## src/rtl/serial_comparator.sv

```systemverilog
`timescale 1ns/1ps
// serial_comparator: bit-serial magnitude compare of two unsigned operands.
// Operands are captured on a valid/ready handshake, then walked MSB first,
// one bit per clock. The result (g = A>B, l = A<B) is held on a
// valid/ready output until the consumer takes it. With EARLY_EXIT the walk
// stops at the first differing bit; otherwise all WIDTH bits are scanned.
module serial_comparator #(
    parameter int WIDTH      = 8,
    parameter bit EARLY_EXIT = 1'b1
) (
    input  logic             clk,
    input  logic             rst_n,
    input  logic             in_valid,
    output logic             in_ready,
    input  logic [WIDTH-1:0] A,
    input  logic [WIDTH-1:0] B,
    output logic             out_valid,
    input  logic             out_ready,
    output logic             g,
    output logic             l
);

    // Counter only has to hold WIDTH-1.
    localparam int               CNT_W    = (WIDTH > 2) ? $clog2(WIDTH) : 1;
    localparam logic [CNT_W-1:0] CNT_LOAD = CNT_W'(WIDTH - 1);
    localparam logic [CNT_W-1:0] CNT_ONE  = CNT_W'(1);

    typedef enum logic [1:0] {
        IDLE  = 2'd0,
        SHIFT = 2'd1,
        DONE  = 2'd2
    } state_t;

    state_t             state_q, state_d;
    logic [WIDTH-1:0]   a_q, a_d;
    logic [WIDTH-1:0]   b_q, b_d;
    logic [CNT_W-1:0]   cnt_q, cnt_d;
    logic               g_q, g_d;
    logic               l_q, l_d;
    logic               in_ready_q, in_ready_d;
    logic               out_valid_q, out_valid_d;
    logic               a_bit;
    logic               b_bit;
    logic               bits_differ;

    // Next-state, datapath and handshake-flag logic.
    always_comb begin
        state_d     = state_q;
        a_d         = a_q;
        b_d         = b_q;
        cnt_d       = cnt_q;
        g_d         = g_q;
        l_d         = l_q;
        a_bit       = 1'b0;
        b_bit       = 1'b0;
        bits_differ = 1'b0;

        case (state_q)
            IDLE: begin
                // in_ready_q is low for the first IDLE cycle after reset,
                // so the handshake is qualified with the registered flag.
                if (in_valid && in_ready_q) begin
                    a_d     = A;
                    b_d     = B;
                    cnt_d   = CNT_LOAD;
                    g_d     = 1'b0;
                    l_d     = 1'b0;
                    state_d = SHIFT;
                end
            end

            SHIFT: begin
                a_bit       = a_q[WIDTH-1];
                b_bit       = b_q[WIDTH-1];
                bits_differ = (a_bit != b_bit);

                // Only the first difference decides the result; once g or l
                // is latched, lower-order bits cannot override it.
                if (bits_differ && !(g_q || l_q)) begin
                    g_d = a_bit;
                    l_d = b_bit;
                end

                a_d = {a_q[WIDTH-2:0], 1'b0};
                b_d = {b_q[WIDTH-2:0], 1'b0};
                if (cnt_q != '0) begin
                    cnt_d = cnt_q - CNT_ONE;
                end

                if ((EARLY_EXIT && bits_differ) || (cnt_q == '0)) begin
                    state_d = DONE;
                end
            end

            DONE: begin
                if (out_ready) begin
                    state_d = IDLE;
                end
            end

            default: begin
                state_d = IDLE;
            end
        endcase

        // Handshake flags are registered copies of the next state.
        in_ready_d  = (state_d == IDLE);
        out_valid_d = (state_d == DONE);
    end

    // State and datapath registers; reset clears everything asynchronously.
    always_ff @(posedge clk or negedge rst_n) begin
        if (!rst_n) begin
            state_q     <= IDLE;
            a_q         <= '0;
            b_q         <= '0;
            cnt_q       <= '0;
            g_q         <= 1'b0;
            l_q         <= 1'b0;
            in_ready_q  <= 1'b0;
            out_valid_q <= 1'b0;
        end else begin
            state_q     <= state_d;
            a_q         <= a_d;
            b_q         <= b_d;
            cnt_q       <= cnt_d;
            g_q         <= g_d;
            l_q         <= l_d;
            in_ready_q  <= in_ready_d;
            out_valid_q <= out_valid_d;
        end
    end

    assign in_ready  = in_ready_q;
    assign out_valid = out_valid_q;
    assign g         = g_q;
    assign l         = l_q;

endmodule
```

## config.mk

```make
export PLATFORM = sky130hd
export DESIGN_NAME = serial_comparator
export DESIGN_NICKNAME = d
export VERILOG_FILES = /design/src/rtl/serial_comparator.sv
export SDC_FILE = /design/constraint.sdc
export NUM_CORES = 1
export LEC_CHECK = 0
export CORE_MARGIN = 2
export CORE_UTILIZATION = 40
export DETAILED_ROUTE_END_ITERATION = 8
export SLEW_MARGIN = 20
export SYNTH_ARGS = -nofsm -noshare
export SYNTH_HDL_FRONTEND = slang
export SYNTH_SLANG_ARGS = --single-unit
```

## constraint.sdc

```tcl
create_clock -name clk -period 1.8 [get_ports clk]
set_input_delay 0.36 -clock clk [delete_from_list [all_inputs] [get_ports clk]]
set_output_delay 0.36 -clock clk [all_outputs]
set_load 0.1 [all_outputs]
```

# Word level (Yosys, flattened, before mapping)

Index checks and enable logic that the tools add are counted.

Reductions and logical operators: 13
Mux-type cells: 16
Equality and inequality tests: 7
$add $sub $neg: 1

Operators with widths:

| operator                                            | number |
|---|---|
| case mux 8 bit (2 select lines)                     | 2 |
| two-way mux 8 bit                                   | 2 |
| two-way mux 2 bit                                   | 3 |
| two-way mux 3 bit                                   | 2 |
| inequality test 2 bit, second input constant        | 3 |
| case mux 2 bit (3 select lines)                     | 1 |
| case mux 3 bit (2 select lines)                     | 1 |
| AND reduction 3 bit                                 | 2 |
| equality test 2 bit, second input constant          | 2 |
| zero test 2 bit                                     | 2 |
| case mux 1 bit (2 select lines)                     | 2 |
| zero test 3 bit                                     | 1 |
| two-way mux 1 bit                                   | 3 |
| nonzero test 3 bit                                  | 1 |
| subtractor 3 x 1 -> 3 bit, second input constant    | 1 |
| equality test 2 x 1 -> 1 bit, second input constant | 1 |
| logical AND 1 bit                                   | 2 |
| logical OR 1 bit                                    | 2 |
| AND reduction 2 bit                                 | 1 |
| nonzero test 2 bit                                  | 1 |
| zero test 1 bit                                     | 1 |
| inequality test 1 bit                               | 1 |

Register bits: 25
Output and inout port bits: 4
Input port bits: 20

# Logic depth before layout (Yosys ltp)

Gate-level depths: netlist of run 1.

Word-level depth: 5
Depth in mapped cells: 6
Depth with buffers taken out: 6

# Worst setup path before layout of run 1

Ideal clock, no wire load.

Path kind: register to register
From: register in_ready_q (netlist: in_ready)
To: register a_q[1]
Arrival: 1659 ps
Setup slack: 12 ps
Period minus slack after synthesis: 1788 ps
Buffers on the path: 2
Stages on the path, launching flop included: 6
Cell sequence: dfrtp_1 > and2_4 > buf_6 > o21bai_4 > buf_6 > o2bb2ai_1

Cells in the longest elaborated chain, start to end: 3

RTL lines:

| what                            | line | text |
|---|---|---|
| from (decl)                     | 40   | `logic in_ready_q, in_ready_d;` |
| from (signal assigned)          | 129  | `in_ready_q <= in_ready_d;` |
| logical AND 1 bit               | 62   | `if (in_valid && in_ready_q) begin` |
| inequality test 2 bit (no line) | -    |  |
| AND reduction 2 bit (no line)   | -    |  |
| to (signal assigned)            | 115  | `a_q <= '0;` |
| to (signal assigned)            | 124  | `a_q <= a_d;` |
| to (decl)                       | 35   | `logic [WIDTH-1:0] a_q, a_d;` |

Every way passes these cells.
A chain may end at the register's enable or synchronous reset.

# Worst setup path after layout of run 1

From: register cnt_q[0]
To: register state_q[0]

Cells in the longest elaborated chain, start to end: 4

RTL lines:

| what                            | line | text |
|---|---|---|
| from (decl)                     | 37   | `logic [CNT_W-1:0] cnt_q, cnt_d;` |
| from (signal assigned)          | 126  | `cnt_q <= cnt_d;` |
| zero test 3 bit                 | 90   | `if ((EARLY_EXIT && bits_differ) \|\| (cnt_q == '0)) begin` |
| logical OR 1 bit                | 90   |  |
| two-way mux 2 bit               | 90   |  |
| case mux 2 bit (3 select lines) | 58   | `case (state_q)` |
| net state_d[0]                  | 34   | `state_t state_q, state_d;` |
| to (signal assigned)            | 123  | `state_q <= state_d;` |
| to (decl)                       | 34   |  |

The timed path passes the listed nets, and every way through them passes these cells.

==> flow_metrics.tcl, run 1 <==
set metrics [dict create \
    cts.sinks 25 \
    clk_pin_slew_ns 0.13 \
    reg2reg_slack_ns 0.26 \
    worst_slew_pin_slew_ns 0.442 \
    synth.area.top_cells "dfrtp_1 (49%), a22oi_1 (10%), o2bb2ai_1 (9.6%), nor2b_1 (6.9%), o21ai_0 (3.1%)" \
    drive_above_1_share_pct 12.2 \
    layout.nets 162 \
    cp_max_fo 6 \
    endpoint "state_q[0]" \
    peakVddDrop_mv 0.497 \
    dp_hpwl_um 1820 \
    fin_setup_tns_ns 0 \
    pin_count 24 \
    grt_antenna_before_repair 0 \
    drc 0 \
    grt_pass1_vias 1007 \
    min_path_type "in2async" \
    routed_via_density 5.43 \
    synth_top_area_share_pct 49.2 \
    cts_buffers 3 \
    grt_max_degree 26 \
    synth_flop_cell "dfrtp_1" \
    async_reset_ff_share_pct 100 \
    ys_seq_elements 25 \
    post_cts_buffers 0 \
    reg2reg_to "state_q[0]" \
    outcome "finished, final reports clean" \
    crit_type "reg2reg" \
    leakage_nw 0.679 \
    cts_root_buf "clkbuf_4" \
    ys_seq_area_share_pct 49.2 \
    rsz0062_at_grt "false" \
    coreArea_mm2 0.00303 \
    htree_levels 1 \
    antenna_left 0 \
    cp-end-kind "flip-flop" \
    route.vias.total 994 \
    p_per_area_mw_per_mm2 1770 \
    cp.required_ns 2.04 \
    finalCritPeriodShare_pct 85.3 \
    synth_edf_count 0 \
    syn_to_final_growth_pct 26.5 \
    final_common_cell "dfrtp_1" \
    diodes 0 \
    rows 20 \
    clock_path_buffers 2 \
    slew-limit-headroom_pct 70.5 \
    synth_top_cell_by_area "dfrtp_1" \
    post_cts_resized 0 \
    firstDrtPassIters 4 \
    drtIter0Drc 45 \
    clk_latency_ns 0.32 \
    die_w_um 60.4 \
    reg2reg_from "cnt_q[0]" \
    ff2ff_path_depth 5 \
    port-buffer-count 23 \
    setup_viol 0 \
    gr-usage-all-layers_pct 17.2 \
    die_area_mm2 0.00365 \
    gp_congestion 0.802 \
    final_cell_mix "dfrtp_1 (25), clkdlybuf4s50_1 (19), a22oi_1 (17), nor2b_1 (14), o2bb2ai_1 (14)" \
    synth_cells 115 \
    startpoint "cnt_q[0]" \
    maxCapViolations 0 \
    cp.arrival_ns 1.77 \
    syn_avg_cell_area_um2 11.1 \
    yosysUniqueCellTypes 25 \
    clock.fmax_mhz 651 \
    final_util_pct 53.1 \
    routed_wl_um 2560 \
    overflow 0 \
    skew_ns 0.00205 \
    drv_slew 0 \
    synth_nets 137 \
    fin_cells 183 \
    final.fill_count 282 \
    initial_utilization_pct 42.0 \
    finalCriticalPeriod_ns 1.54 \
    dp.cells 179 \
    syn_area_mm2 0.00127 \
    grt_pass1_wl_um 4640 \
    cts_hold_buf 0 \
    die_h_um 60.4 \
    cts_tree "done" \
    post_drt_wl_per_cell_um 14.0 \
    ys_warn_count 0 \
    startpoint_type "flip-flop" \
    hold_viol 0 \
]
==> final cells by class <==
cell class | instances | area, um^2 | share of cell area, %
multi-input cells | 77 | 567 | 35.3
well taps | 44 | 55.1 | 3.42
repair buffers | 30 | 323 | 20.1
clock buffers | 4 | 26.3 | 1.63
flip-flops and latches | 25 | 626 | 38.9
inverters | 3 | 11.3 | 0.700
==> cell families after synthesis <==
family	count (synthesis)	synth area share [%]
xor gates and xnor gates	1	0.689
adders and majority gates	2	1.97
and+or+nand+nor	28	13.8
buffers and inverters	13	6.20
DFF	25	49.2
muxes	1	0.886
AOI/OAI and AO/OA	45	27.3
==> worst max-delay path, stage by stage (launching register included) <==
cell	delay, ns
dfrtp_1	0.38
inv_1	0.06
ha_1	0.19
ha_1	0.24
or4b_1	0.51
o31ai_1	0.07
==> worst min-delay path by stage <==
stage,startpoint,endpoint
final,rst_n,a_q[4]
after global routing,rst_n,state_q[1]
after CTS,rst_n,in_ready
after detailed placement,b_q[4],b_q[4]
after global placement,b_q[4],b_q[4]
after floorplan,rst_n,a_q[0]
==> flip-flops by register name (all words and copies together), names as in the netlist <==
register   count
a_q            8
b_q            8
cnt_q          3
g              1
in_ready       1
l              1
out_valid      1
state_q        2
==> per-layer routing <==
metal  wire [um]  vias to the layer above  GRT usage, %
li1            -                      479             -
met1        1220                      487          23.3
met2        1200                       23          27.5
met3          91                        5          2.56
met4          49                        0          7.62
met5           0                        -             0
==> Yosys cell counts (2+ instances only) <==
library cell and number:
dfrtp_1 25, a22oi_1 17, nor2b_1 14, o2bb2ai_1 14, o21ai_0 8, nand2_1 5
buf_2 3, buf_4 3, inv_1 3, nor4b_1 3, a22o_1 2, buf_6 2
clkbuf_1 2, ha_1 2, nor2_1 2
==> through the flow <==
stage               setup slack, ns  total power, mW  area, um^2  hold WS, ns
floorplan                    0.0116             2.14        1270       0.0644
global placement              0.249             2.56        1580        0.474
detailed placement            0.232             2.62        1580        0.474
CTS                           0.249             2.87        1610        0.396
global route                  0.162             3.08        1610        0.390
finish                        0.265             2.84        1610        0.387
==> power by group <==
| part | total (mW) | internal, mW | switching (mW) |
|---|---|---|---|
| registers | 1.06 | 0.815 | 0.245 |
| clock network | 0.251 | 0.0868 | 0.164 |
| logic | 1.53 | 0.670 | 0.859 |
Power figures use the tool's default switching activity.
==> run 2: changes to the inputs <==
- GPL_TIMING_DRIVEN: not set -> 0
==> flow_metrics.tcl, run 2 (synthesis gave the netlist of run 1 again) <==
set metrics [dict create \
    outcome "finished, final reports clean" \
    p_clk_share_pct 9.0 \
    grt_pass1_wl_um 4710 \
    startpoint_type "flip-flop" \
    cts_buffers 3 \
    maxCapViolations 0 \
    slowest_stage "clkdlybuf4s15_2" \
    p_int_mw 1.48 \
    max_stage_delay_ns 0.57 \
    p_per_area_mw_per_mm2 1740 \
    gr-usage-all-layers_pct 17.3 \
    skew_ns 0.00441 \
    finalCriticalPeriod_ns 1.65 \
    htree_levels 1 \
    reg2reg_slack_ns 0.25 \
    grt_antenna_before_repair 0 \
    fin_cells 186 \
    cts.sinks 25 \
    routed_via_density 5.35 \
    leakage_nw 0.673 \
    crit_chain "clkdlybuf4s15_2" \
    post_cts_buffers 0 \
    cp-end-kind "primary output" \
    final_cell_mix "dfrtp_1 (25), clkdlybuf4s50_1 (18), a22oi_1 (17), nor2b_1 (14), o2bb2ai_1 (14)" \
    final_util_pct 52.3 \
    syn_to_final_growth_pct 24.6 \
    routed_wl_um 2770 \
    final_common_cell "dfrtp_1" \
    clk_latency_ns 0.31 \
    cts_hold_buf 0 \
    finalCritPeriodShare_pct 91.8 \
    place_ws_ns -0.0720 \
    reg2reg_from "cnt_q[0]" \
    path_buf_inv 1 \
    power.sequential.fraction_pct 35.4 \
    antenna_left 0 \
    hold_viol 0 \
    clock.fmax_mhz 605 \
    grt_max_degree 26 \
    slew-limit-headroom_pct 61.7 \
    die_h_um 60.4 \
    power_mw 2.75 \
    reg_top3 "a_q x8, b_q x8, cnt_q x3" \
    overflow 0 \
    fin_setup_tns_ns 0 \
    pin_count 24 \
    coreArea_mm2 0.00303 \
    gp_congestion 0.721 \
    clock_path_buffers 2 \
    rsz0062_at_grt "false" \
    switching_share_pct 46.4 \
    drive_above_1_share_pct 14.1 \
    setup_slack_ns 0.148 \
    grt_pass1_vias 981 \
    cp_max_fo 4 \
    ff2ff_path_depth 5 \
    peakVddDrop_mv 0.679 \
    rows 20 \
    cts_root_buf "clkbuf_4" \
    power.switching_mw 1.28 \
    route.vias.total 995 \
    layout.nets 165 \
    port-buffer-count 23 \
    cp.required_ns 1.44 \
    die_w_um 60.4 \
    diodes 0 \
    crit_type "reg2out" \
    worst_slew_pin_slew_ns 0.575 \
    power_frac_comb_pct 55.6 \
    final.fill_count 281 \
    clk_pin_slew_ns 0.14 \
    dp.cells 182 \
    cts_tree "done" \
    firstDrtPassIters 4 \
    cp_top_family "buffers and inverters" \
    drv_slew 0 \
    reg2reg_to "state_q[0]" \
    post_drt_wl_per_cell_um 14.9 \
    initial_utilization_pct 42.0 \
    dp_hpwl_um 1950 \
    min_path_type "in2async" \
    drc 0 \
    drtIter0Drc 50 \
    setup_viol 0 \
    cp.arrival_ns 1.29 \
    die_area_mm2 0.00365 \
]
-- run 2: cell count changes in the layout (fill, tap and decap cells not counted), sizes merged --
cell	delta
clkdlybuf4s50	-1
clkdlybuf4s15	+4
clkinv	+1
clkbuf	+1
buf	-2
-- run 2: what timing repair did --
action	4_1_cts	5_1_grt
resized for setup	12	0
setup endpoints to repair	4	0
endpoints found under the hold margin	0	0
-- run 2: power by group through the flow --
stage	Combinational [mW]	Clock, mW	Sequential (mW)
global placement	1.52	0	0.980
CTS	1.55	0.257	0.977
finish	1.53	0.247	0.975
detailed placement	1.55	0	0.989
global route	1.68	0.292	1.01
floorplan	0.861	0	1.28
-- run 2: how the worst max path moves through the flow --
stage	endpoint	start	depth (start not counted)	slack [ns]
6_report	l	l	1	0.15
5_1_grt	g	g	1	0.08
4_1_cts	l	l	1	0.14
3_5_place_dp	l	l	1	-0.07
3_3_place_gp	g	g	1	-0.06
2_1_floorplan	a_q[1]	in_ready	5	0.01
-- run 2: through the flow --
stage / area, um^2 / hold WS (ns)
after floorplan: 1270 / 0.0644
after global placement: 1560 / 0.469
after detailed placement: 1550 / 0.389
after CTS: 1580 / 0.0348
after global routing: 1580 / 0.0170
final: 1580 / 0.0209
-- run 2: final cells by class --
| type | count | area [um^2] | area share, % |
|---|---|---|---|
| repair buffers | 23 | 230 | 14.5 |
| plain buffers | 10 | 67.6 | 4.27 |
| multi-input cells | 77 | 567 | 35.8 |
| well taps | 44 | 55.1 | 3.48 |
| flip-flops and latches | 25 | 626 | 39.5 |
| clock inverters | 1 | 5.00 | 0.316 |
| inverters | 3 | 11.3 | 0.711 |
| clock buffers | 3 | 22.5 | 1.42 |
-- run 2: routing by layer --
metal	part of all wire, %	vias up	global-route usage [%]	wire [um]
met2	47	14	26.4	1300
met1	49	498	25.4	1360
met5	0	-	0	0
li1	-	481	-	-
met4	0.76	0	5.71	21
met3	3.1	2	2.56	86
